File: config.mk
export PLATFORM = sky130hd
export DESIGN_NAME = regfile_wb_arbiter_flat
export DESIGN_NICKNAME = d
export VERILOG_FILES = /design/src/rtl/regfile_wb_arbiter_pkg.sv /design/src/rtl/regfile_wb_arbiter_if.sv /design/src/rtl/regfile_wb_arbiter_grant.sv /design/src/rtl/regfile_wb_arbiter.sv /design/src/flat_wrapper.sv
export SDC_FILE = /design/constraint.sdc
export NUM_CORES = 1
export LEC_CHECK = 0
export ABC_CLOCK_PERIOD_IN_PS = 3000
export CORE_MARGIN = 1.5
export CORE_UTILIZATION = 38
export DETAILED_ROUTE_END_ITERATION = 10
export GPL_ROUTABILITY_DRIVEN = 0
export GPL_TIMING_DRIVEN = 0
export PLACE_DENSITY = 0.83
export SETUP_SLACK_MARGIN = 0.1
export SYNTH_ARGS = -nofsm -noshare
export SYNTH_HDL_FRONTEND = slang
export SYNTH_SLANG_ARGS = --single-unit
File: constraint.sdc
create_clock -name i_clk -period 3 [get_ports i_clk]
set_input_delay 0.6 -clock i_clk [delete_from_list [all_inputs] [get_ports i_clk]]
set_output_delay 0.6 -clock i_clk [all_outputs]
set_load 0.01 [all_outputs]
File: src/rtl/regfile_wb_arbiter_pkg.sv
// Shared types and constants for the regfile writeback arbiter.
package regfile_wb_arbiter_pkg;

  localparam int REGIDX_WIDTH = 5;

  // Arbitration modes.
  localparam int ARB_RR       = 0;
  localparam int ARB_LSU_PRIO = 1;

  // Bit positions in the grant vector.
  localparam int GNT_ALU = 0;
  localparam int GNT_LSU = 1;

  typedef enum logic {WB_SRC_ALU, WB_SRC_LSU} wb_src_e;

  // Contents of the registered regfile write port.
  typedef struct packed {
    logic                    wen;
    logic [REGIDX_WIDTH-1:0] addr;
    logic [31:0]             data;
    wb_src_e                 src;
  } wb_port_t;

endpackage

File: src/rtl/regfile_wb_arbiter_if.sv
// Writeback bus: two valid/ready sources in, one regfile write port out.
interface regfile_wb_arbiter_if;
  import regfile_wb_arbiter_pkg::*;

  logic                    i_alu_valid;
  logic                    o_alu_ready;
  logic [REGIDX_WIDTH-1:0] i_alu_rd_addr;
  logic [31:0]             i_alu_rd_data;

  logic                    i_lsu_valid;
  logic                    o_lsu_ready;
  logic [REGIDX_WIDTH-1:0] i_lsu_rd_addr;
  logic [31:0]             i_lsu_rd_data;

  logic                    o_rd_wen;
  logic [REGIDX_WIDTH-1:0] o_rd_addr;
  logic [31:0]             o_rd_data;
  wb_src_e                 o_wb_src;
  logic [3:0]              o_alu_wait_cnt;

  // Source/regfile side.
  modport master (
    output i_alu_valid, i_alu_rd_addr, i_alu_rd_data,
    output i_lsu_valid, i_lsu_rd_addr, i_lsu_rd_data,
    input  o_alu_ready, o_lsu_ready,
    input  o_rd_wen, o_rd_addr, o_rd_data, o_wb_src, o_alu_wait_cnt
  );

  // Arbiter side.
  modport slave (
    input  i_alu_valid, i_alu_rd_addr, i_alu_rd_data,
    input  i_lsu_valid, i_lsu_rd_addr, i_lsu_rd_data,
    output o_alu_ready, o_lsu_ready,
    output o_rd_wen, o_rd_addr, o_rd_data, o_wb_src, o_alu_wait_cnt
  );

endinterface

File: src/rtl/regfile_wb_arbiter_grant.sv
// Grant logic: round-robin pointer, ALU aging counter and the
// combinational one-hot grant vector.
module wb_arb_grant
  import regfile_wb_arbiter_pkg::*;
#(
  parameter int ARB_MODE = ARB_RR,
  parameter int MAX_WAIT = 4
) (
  input  logic       i_clk,
  input  logic       i_rst_n,
  input  logic       i_alu_valid,
  input  logic       i_lsu_valid,
  output logic [1:0] o_grant,
  output logic [3:0] o_alu_wait_cnt
);

  localparam logic [3:0] MAX_WAIT_C = 4'(MAX_WAIT);

  wb_src_e    rr_ptr, rr_ptr_nxt;
  logic [3:0] wait_cnt, wait_cnt_nxt;
  logic       alu_win, lsu_win;

  // Pick the winner; a lone requester always wins, nothing wins in reset.
  always_comb begin
    // NOTE: every output of a combinational block gets a default first so no latch is inferred.
    alu_win = 1'b0;
    lsu_win = 1'b0;
    if (i_alu_valid && i_lsu_valid) begin
      if (ARB_MODE == ARB_LSU_PRIO) alu_win = (wait_cnt == MAX_WAIT_C);
      else                          alu_win = (rr_ptr == WB_SRC_ALU);
      lsu_win = !alu_win;
    end else begin
      alu_win = i_alu_valid;
      lsu_win = i_lsu_valid;
    end
    // Reset kills any grant so a request presented during reset is not consumed.
    o_grant[GNT_ALU] = alu_win && i_rst_n;
    o_grant[GNT_LSU] = lsu_win && i_rst_n;
  end

  // Next pointer and aging count from this cycle's contention outcome.
  always_comb begin
    rr_ptr_nxt   = rr_ptr;
    wait_cnt_nxt = 4'd0;
    if (ARB_MODE == ARB_RR && i_alu_valid && i_lsu_valid)
      rr_ptr_nxt = alu_win ? WB_SRC_LSU : WB_SRC_ALU;
    if (ARB_MODE == ARB_LSU_PRIO && i_alu_valid && !alu_win)
      wait_cnt_nxt = (wait_cnt == MAX_WAIT_C) ? MAX_WAIT_C : wait_cnt + 4'd1;
  end

  // Arbitration state register.
  always_ff @(posedge i_clk or negedge i_rst_n) begin
    if (!i_rst_n) begin
      rr_ptr   <= WB_SRC_ALU;
      wait_cnt <= 4'd0;
    end else begin
      // NOTE: sequential state uses non-blocking assignments so every flop samples pre-edge values.
      rr_ptr   <= rr_ptr_nxt;
      wait_cnt <= wait_cnt_nxt;
    end
  end

  assign o_alu_wait_cnt = wait_cnt;

endmodule

File: src/rtl/regfile_wb_arbiter.sv
// Arbitrates the ALU and LSU writeback sources onto the single regfile
// write port through a one-stage registered write port.
module regfile_wb_arbiter
  import regfile_wb_arbiter_pkg::*;
#(
  parameter int ARB_MODE = ARB_RR,
  parameter int MAX_WAIT = 4
) (
  input  logic                 i_clk,
  input  logic                 i_rst_n,
  regfile_wb_arbiter_if.slave  bus
);

  logic [1:0] grant;
  logic [3:0] alu_wait_cnt;
  wb_port_t   wp_q, wp_nxt;

  wb_arb_grant #(
    .ARB_MODE (ARB_MODE),
    .MAX_WAIT (MAX_WAIT)
  ) u_grant (
    .i_clk          (i_clk),
    .i_rst_n        (i_rst_n),
    .i_alu_valid    (bus.i_alu_valid),
    .i_lsu_valid    (bus.i_lsu_valid),
    .o_grant        (grant),
    .o_alu_wait_cnt (alu_wait_cnt)
  );

  assign bus.o_alu_ready    = grant[GNT_ALU];
  assign bus.o_lsu_ready    = grant[GNT_LSU];
  assign bus.o_alu_wait_cnt = alu_wait_cnt;

  // Mux the winner into the write port; x0 handshakes but never writes.
  always_comb begin
    wp_nxt     = wp_q;
    wp_nxt.wen = 1'b0;
    if (grant[GNT_ALU]) begin
      wp_nxt.wen  = |bus.i_alu_rd_addr;
      wp_nxt.addr = bus.i_alu_rd_addr;
      wp_nxt.data = bus.i_alu_rd_data;
      wp_nxt.src  = WB_SRC_ALU;
    end else if (grant[GNT_LSU]) begin
      wp_nxt.wen  = |bus.i_lsu_rd_addr;
      wp_nxt.addr = bus.i_lsu_rd_addr;
      wp_nxt.data = bus.i_lsu_rd_data;
      wp_nxt.src  = WB_SRC_LSU;
    end
  end

  // Write-port register driving the regfile directly.
  always_ff @(posedge i_clk or negedge i_rst_n) begin
    if (!i_rst_n) begin
      wp_q <= '{wen: 1'b0, addr: '0, data: '0, src: WB_SRC_ALU};
    end else begin
      wp_q <= wp_nxt;
    end
  end

  assign bus.o_rd_wen  = wp_q.wen;
  assign bus.o_rd_addr = wp_q.addr;
  assign bus.o_rd_data = wp_q.data;
  assign bus.o_wb_src  = wp_q.src;

endmodule

File: src/flat_wrapper.sv
// flat-port wrapper written by rule: the top's interface ports become plain ports
module regfile_wb_arbiter_flat import regfile_wb_arbiter_pkg::*;
#(
  parameter int ARB_MODE = ARB_RR,
  parameter int MAX_WAIT = 4
)
  (i_clk, i_rst_n, bus_i_alu_valid, bus_i_alu_rd_addr, bus_i_alu_rd_data, bus_i_lsu_valid, bus_i_lsu_rd_addr, bus_i_lsu_rd_data, bus_o_alu_ready, bus_o_lsu_ready, bus_o_rd_wen, bus_o_rd_addr, bus_o_rd_data, bus_o_wb_src, bus_o_alu_wait_cnt);
  regfile_wb_arbiter_if bus_i ();
  input  logic i_clk;
  input  logic i_rst_n;
  input wire logic [$bits(bus_i.i_alu_valid)-1:0] bus_i_alu_valid;
  input wire logic [$bits(bus_i.i_alu_rd_addr)-1:0] bus_i_alu_rd_addr;
  input wire logic [$bits(bus_i.i_alu_rd_data)-1:0] bus_i_alu_rd_data;
  input wire logic [$bits(bus_i.i_lsu_valid)-1:0] bus_i_lsu_valid;
  input wire logic [$bits(bus_i.i_lsu_rd_addr)-1:0] bus_i_lsu_rd_addr;
  input wire logic [$bits(bus_i.i_lsu_rd_data)-1:0] bus_i_lsu_rd_data;
  output wire logic [$bits(bus_i.o_alu_ready)-1:0] bus_o_alu_ready;
  output wire logic [$bits(bus_i.o_lsu_ready)-1:0] bus_o_lsu_ready;
  output wire logic [$bits(bus_i.o_rd_wen)-1:0] bus_o_rd_wen;
  output wire logic [$bits(bus_i.o_rd_addr)-1:0] bus_o_rd_addr;
  output wire logic [$bits(bus_i.o_rd_data)-1:0] bus_o_rd_data;
  output wire logic [$bits(bus_i.o_wb_src)-1:0] bus_o_wb_src;
  output wire logic [$bits(bus_i.o_alu_wait_cnt)-1:0] bus_o_alu_wait_cnt;
  assign bus_i.i_alu_valid = bus_i_alu_valid;
  assign bus_i.i_alu_rd_addr = bus_i_alu_rd_addr;
  assign bus_i.i_alu_rd_data = bus_i_alu_rd_data;
  assign bus_i.i_lsu_valid = bus_i_lsu_valid;
  assign bus_i.i_lsu_rd_addr = bus_i_lsu_rd_addr;
  assign bus_i.i_lsu_rd_data = bus_i_lsu_rd_data;
  assign bus_o_alu_ready = bus_i.o_alu_ready;
  assign bus_o_lsu_ready = bus_i.o_lsu_ready;
  assign bus_o_rd_wen = bus_i.o_rd_wen;
  assign bus_o_rd_addr = bus_i.o_rd_addr;
  assign bus_o_rd_data = bus_i.o_rd_data;
  assign bus_o_wb_src = bus_i.o_wb_src;
  assign bus_o_alu_wait_cnt = bus_i.o_alu_wait_cnt;
  regfile_wb_arbiter #(.ARB_MODE(ARB_MODE), .MAX_WAIT(MAX_WAIT)) u_core (.i_clk(i_clk), .i_rst_n(i_rst_n), .bus(bus_i));
endmodule
After elaboration in Yosys (flattened, before gate mapping)
Cells that the tools add are included.
Storage, ports and cells
  register bits after elaboration: 40
  logic and storage cells: 19
Operators by class
  mux-type cells: 6
  bitwise gates (word level): 1
  reductions and logical operators: 7
Operators with widths (count)
  $mux 39: 2
  $reduce_or 5->1: 2
  $mux 1: 4
  $logic_and 1x1->1: 3
  $reduce_bool 2->1: 1
  $logic_not 1->1: 1
  $not 1->1: 1

Depth between registers and ports, before layout
Gate-level depths: netlist (run 1).
  depth after elaboration: 7
  depth in mapped cells: 5
  depth with buffers taken out: 4

Hierarchy
From an unflattened synthesis (run 1), not the netlist that was laid out.
Second synthesis, totals
  cells, all modules: 183
  area, all modules: 1881.8 µm²
By module, submodules not included
  regfile_wb_arbiter: instances 1, cells an instance 170, area each 1789.2 µm², seq. area each 975.9 µm²
  wb_arb_grant: instances 1, cells an instance 13, area each 92.6 µm², seq. area each 25.0 µm²

Least setup slack after synthesis (run 1)
OpenSTA, ideal clock, no wires.
  path type: in2out
  start point: input port bus_i_alu_valid
  end point: output port bus_o_lsu_ready
  arrival: 1079 ps
  required time: 2400 ps
  path slack: 1321 ps
  stages on the path: 4
  buffers on the path: 1
  cell sequence: inv_2 > o211ai_4 > inv_4 > buf_6
Between the ends
  cells in the longest elaborated chain, start to end: 3
Ends and longest elaborated chain
  start, declared: line flat_wrapper.sv:11  | input wire logic [$bits(bus_i.i_alu_valid)-1:0] bus_i_alu_valid;
  $logic_and 1x1->1: line regfile_wb_arbiter_grant.sv:28  | if (i_alu_valid && i_lsu_valid) begin
  $mux 1: line regfile_wb_arbiter_grant.sv:28
  $logic_and 1x1->1: line regfile_wb_arbiter_grant.sv:38  | o_grant[GNT_LSU] = lsu_win && i_rst_n;
  end, declared: line flat_wrapper.sv:18  | output wire logic [$bits(bus_i.o_lsu_ready)-1:0] bus_o_lsu_ready;
Every way passes these cells.

Final worst setup path (run 1)
Same ends and word-level chain as after synthesis.

==> impl_metrics.json, run 1 <==
{
  "setup_viol": 0,
  "final_cell_area_um2": 3260,
  "ff2ff_setup_slack_ns": 1.55,
  "fin_crit_ns": 2.84,
  "synth_cell_types": 19,
  "cp_data_arrival_time_ns": 2.24,
  "clk_pin_slew_ns": 0.08,
  "finalCritPeriodShare": 0.945,
  "end_kind": "primary output",
  "routed_via_density": 5.09,
  "io_pins": 123,
  "antenna_left": 0,
  "slew_violations": 0,
  "area_growth_syn_to_layout_pct": 76.0,
  "status": "complete, no violations",
  "min_path_type": "input pin to asynchronous set/reset pin",
  "netlist_area_um2": 1850,
  "fin_ws_ns": 0.164,
  "antennaDiodeCount": 0,
  "tns_ns": 0,
  "critPathMaxStageDelay_ns": 0.56,
  "synth_top_area_frac": 0.541,
  "root_buffer": "clkbuf_8",
  "initial_utilization": 0.394,
  "place_inst": 321,
  "route.met2.wl_um": 2580,
  "power.total_mw": 1.89,
  "yosys_warnings": 0,
  "cts.sinks": 40,
  "post_drt_wl_per_cell_um": 16.0,
  "hpwl_um": 3930,
  "required_ns": 2.40,
  "wl_um": 5260,
  "clock_path_buffers": 2,
  "leakagePower_nw": 1.38,
  "num_rows": 25,
  "ys_seq_elements": 40,
  "groute.usage.overall": 0.206,
  "path_cells": "clkdlybuf4s50_1, inv_2, o211ai_4, inv_4, buf_6, clkdlybuf4s50_1",
  "postCtsHoldBufs": 0,
  "yosysSeqAreaShare": 0.541,
  "synth_area_leader_cell": "dfrtp_1",
  "post_cts_buffers": 0,
  "grt_overflow_total": 0,
  "die_x_um": 72.8,
  "rsz0062_at_grt": "false",
  "clkLatencyLatePin_ns": 0.29,
  "grt_max_degree": 41,
  "drtIter0Drc": 80,
  "antenna_found_initial": 0,
  "p_sw_frac": 0.263,
  "cap_violations": 0,
  "post_dp_cell_area_um2": 3120,
  "routed.top_layer": "met4",
  "vdd_drop_max_mv": 0.312,
  "worst-path-max-fanout": 10,
  "r2r_start": "u_core.u_grant.rr_ptr",
  "hold_violations": 0,
  "yosys-top-cells-area": "dfrtp_1 54%, a221o_1 18%, and2_1 11%",
  "core_um2": 4690,
  "die_h_um": 72.8,
  "intPower_mw": 1.39,
  "combinationalPowerShare": 0.363,
  "crit_path_frequent_cell": "clkdlybuf4s50_1",
  "cp_slowest_cell": "clkdlybuf4s50_1",
  "numCtsBuffers": 5,
  "cts_tree": "yes",
  "synth.avg_cell_area_um2": 12.8,
  "switchingPower_mw": 0.498,
  "fillCellCount": 353,
  "drc": 0,
  "path_delay_family": "buffers and inverters",
  "ctsHtreeMaxLevel": 2,
  "final_nets": 352,
  "die_area_um2": 5290,
  "dr.pass1.iters": 4,
  "power.density_nw_per_um2": 581,
  "drive_gt1_frac": 0.102,
  "worstReg2RegEnd": "u_core.bus.o_rd_data[14]",
  "cp_num_buf_inv": 5,
  "fmax_ghz": 0.353,
  "ff2ff_path_depth": 4,
  "worst-path-stages": 6,
  "fin_worst_skew_ns": 0.00385,
  "sequentialPowerShare": 0.384,
  "synth_cells": 145,
  "grt_pass1_vias": 1755,
  "dpl_worst_slack_ns": 0.118,
  "clkPwrFrac": 0.253,
  "crit_type": "input pin to primary output",
  "met1_length_um": 2250,
  "num_vias": 1674,
  "grt_pass1_wl_um": 8310,
  "met3_length_um": 365,
  "cts-resized-gates": 0,
  "critPathLaunchType": "input pin",
  "port_buffers": 118,
  "final_cells": 329
}
## sequential cells by signal, indices dropped and copies added (netlist names)
| name | flops |
|---|---|
| u_core.bus.o_rd_addr | 5 |
| u_core.bus.o_rd_wen | 1 |
| u_core.u_grant.rr_ptr | 1 |
| u_core.bus.o_rd_data | 32 |
| u_core.bus.o_wb_src | 1 |
## power groups by stage
| stage | Combinational [mW] | Sequential, mW | Clock [mW] |
|---|---|---|---|
| after global placement | 0.677 | 0.731 | 0 |
| final | 0.687 | 0.727 | 0.479 |
| after detailed placement | 0.692 | 0.732 | 0 |
| after floorplan | 0.229 | 0.786 | 0 |
| after CTS | 0.694 | 0.726 | 0.493 |
| after global routing | 0.741 | 0.742 | 0.516 |
## per-stage QoR
step	utilization	hold WS, ns
after floorplan	-	0.304
after global placement	0.663	0.462
after detailed placement	0.666	0.425
after CTS	0.693	0.103
after global routing	0.694	0.0974
final	0.694	0.111
## final cells by class
class / count / area [µm²] / share of cell area
timing repair buffer: 119 / 1200 / 0.368
tap: 54 / 67.6 / 0.0208
sequential: 40 / 1000 / 0.307
inverter: 3 / 16.3 / 0.00500
clock inverter: 1 / 30.0 / 0.00922
multi-input combinational: 91 / 711 / 0.218
buffer: 14 / 135 / 0.0415
clock buffer: 7 / 96.3 / 0.0296
## worst reg2reg max path, delay by kind of cell (launching register included)
kind | cells | cell delay [ns]
AOI/OAI and AO/OA | 2 | 0.63
DFF | 1 | 0.43
buffers and inverters | 2 | 0.27
## cells in the mapped netlist
cell,number
dfrtp_1,40
a221o_1,33
and2_1,33
buf_6,9
buf_4,4
nand2_1,4
nand2b_1,4
o221a_1,4
inv_2,2
nor2_1,2
or4_1,2
clkbuf_1,1
conb_1,1
inv_4,1
nand3_2,1
o211ai_4,1
o21ai_1,1
o22ai_1,1
xnor2_1,1
## cell usage in the layout (no fill, tap or decap), drive strengths merged
cell type      instances
dlymetal6s2s           1
or4                    2
o21ai                  1
o211ai                 1
bufinv                 1
buf                   15
clkbuf                 8
clkdlybuf4s50        116
o22ai                  1
a221o                 33
nand2b                 4
and2                  33
inv                    3
nor2                   2
xnor2                  1
nand2                  4
nand3                  1
dfrtp                 40
conb                   4
o221a                  4
## worst max path at each step
stage	to	start	slack, ns
after floorplan	bus_o_lsu_ready	bus_i_alu_valid	1.32
after global placement	bus_o_alu_ready	i_rst_n	-1.55
after detailed placement	bus_o_alu_ready	bus_i_lsu_valid	0.12
after CTS	bus_o_alu_ready	bus_i_lsu_valid	0.12
after global routing	bus_o_lsu_ready	bus_i_alu_valid	0.10
final	bus_o_lsu_ready	bus_i_alu_valid	0.16
## per-layer routing
| layer | up-vias | GRT usage |
|---|---|---|
| li1 | 803 | - |
| met1 | 799 | 0.263 |
| met2 | 65 | 0.336 |
| met3 | 7 | 0.0622 |
| met4 | 0 | 0.0671 |
| met5 | - | 0 |
## logic make-up after synthesis
group / Yosys count / share of synthesized area
AO/OA/AOI/OAI: 40 / 0.221
XOR/XNOR: 1 / 0.00474
buffers and inverters: 17 / 0.0805
flip-flops: 40 / 0.541
other: 1 / 0.00203
AND/OR/NAND/NOR: 46 / 0.151
Note: power is estimated with default switching activity, not from simulation.
==> inputs of run 2 (changes only) <==
GPL_ROUTABILITY_DRIVEN = default   (was 0)
==> results of run 2 <==
The final DEF is identical to that of run 1; final timing and power are the same.
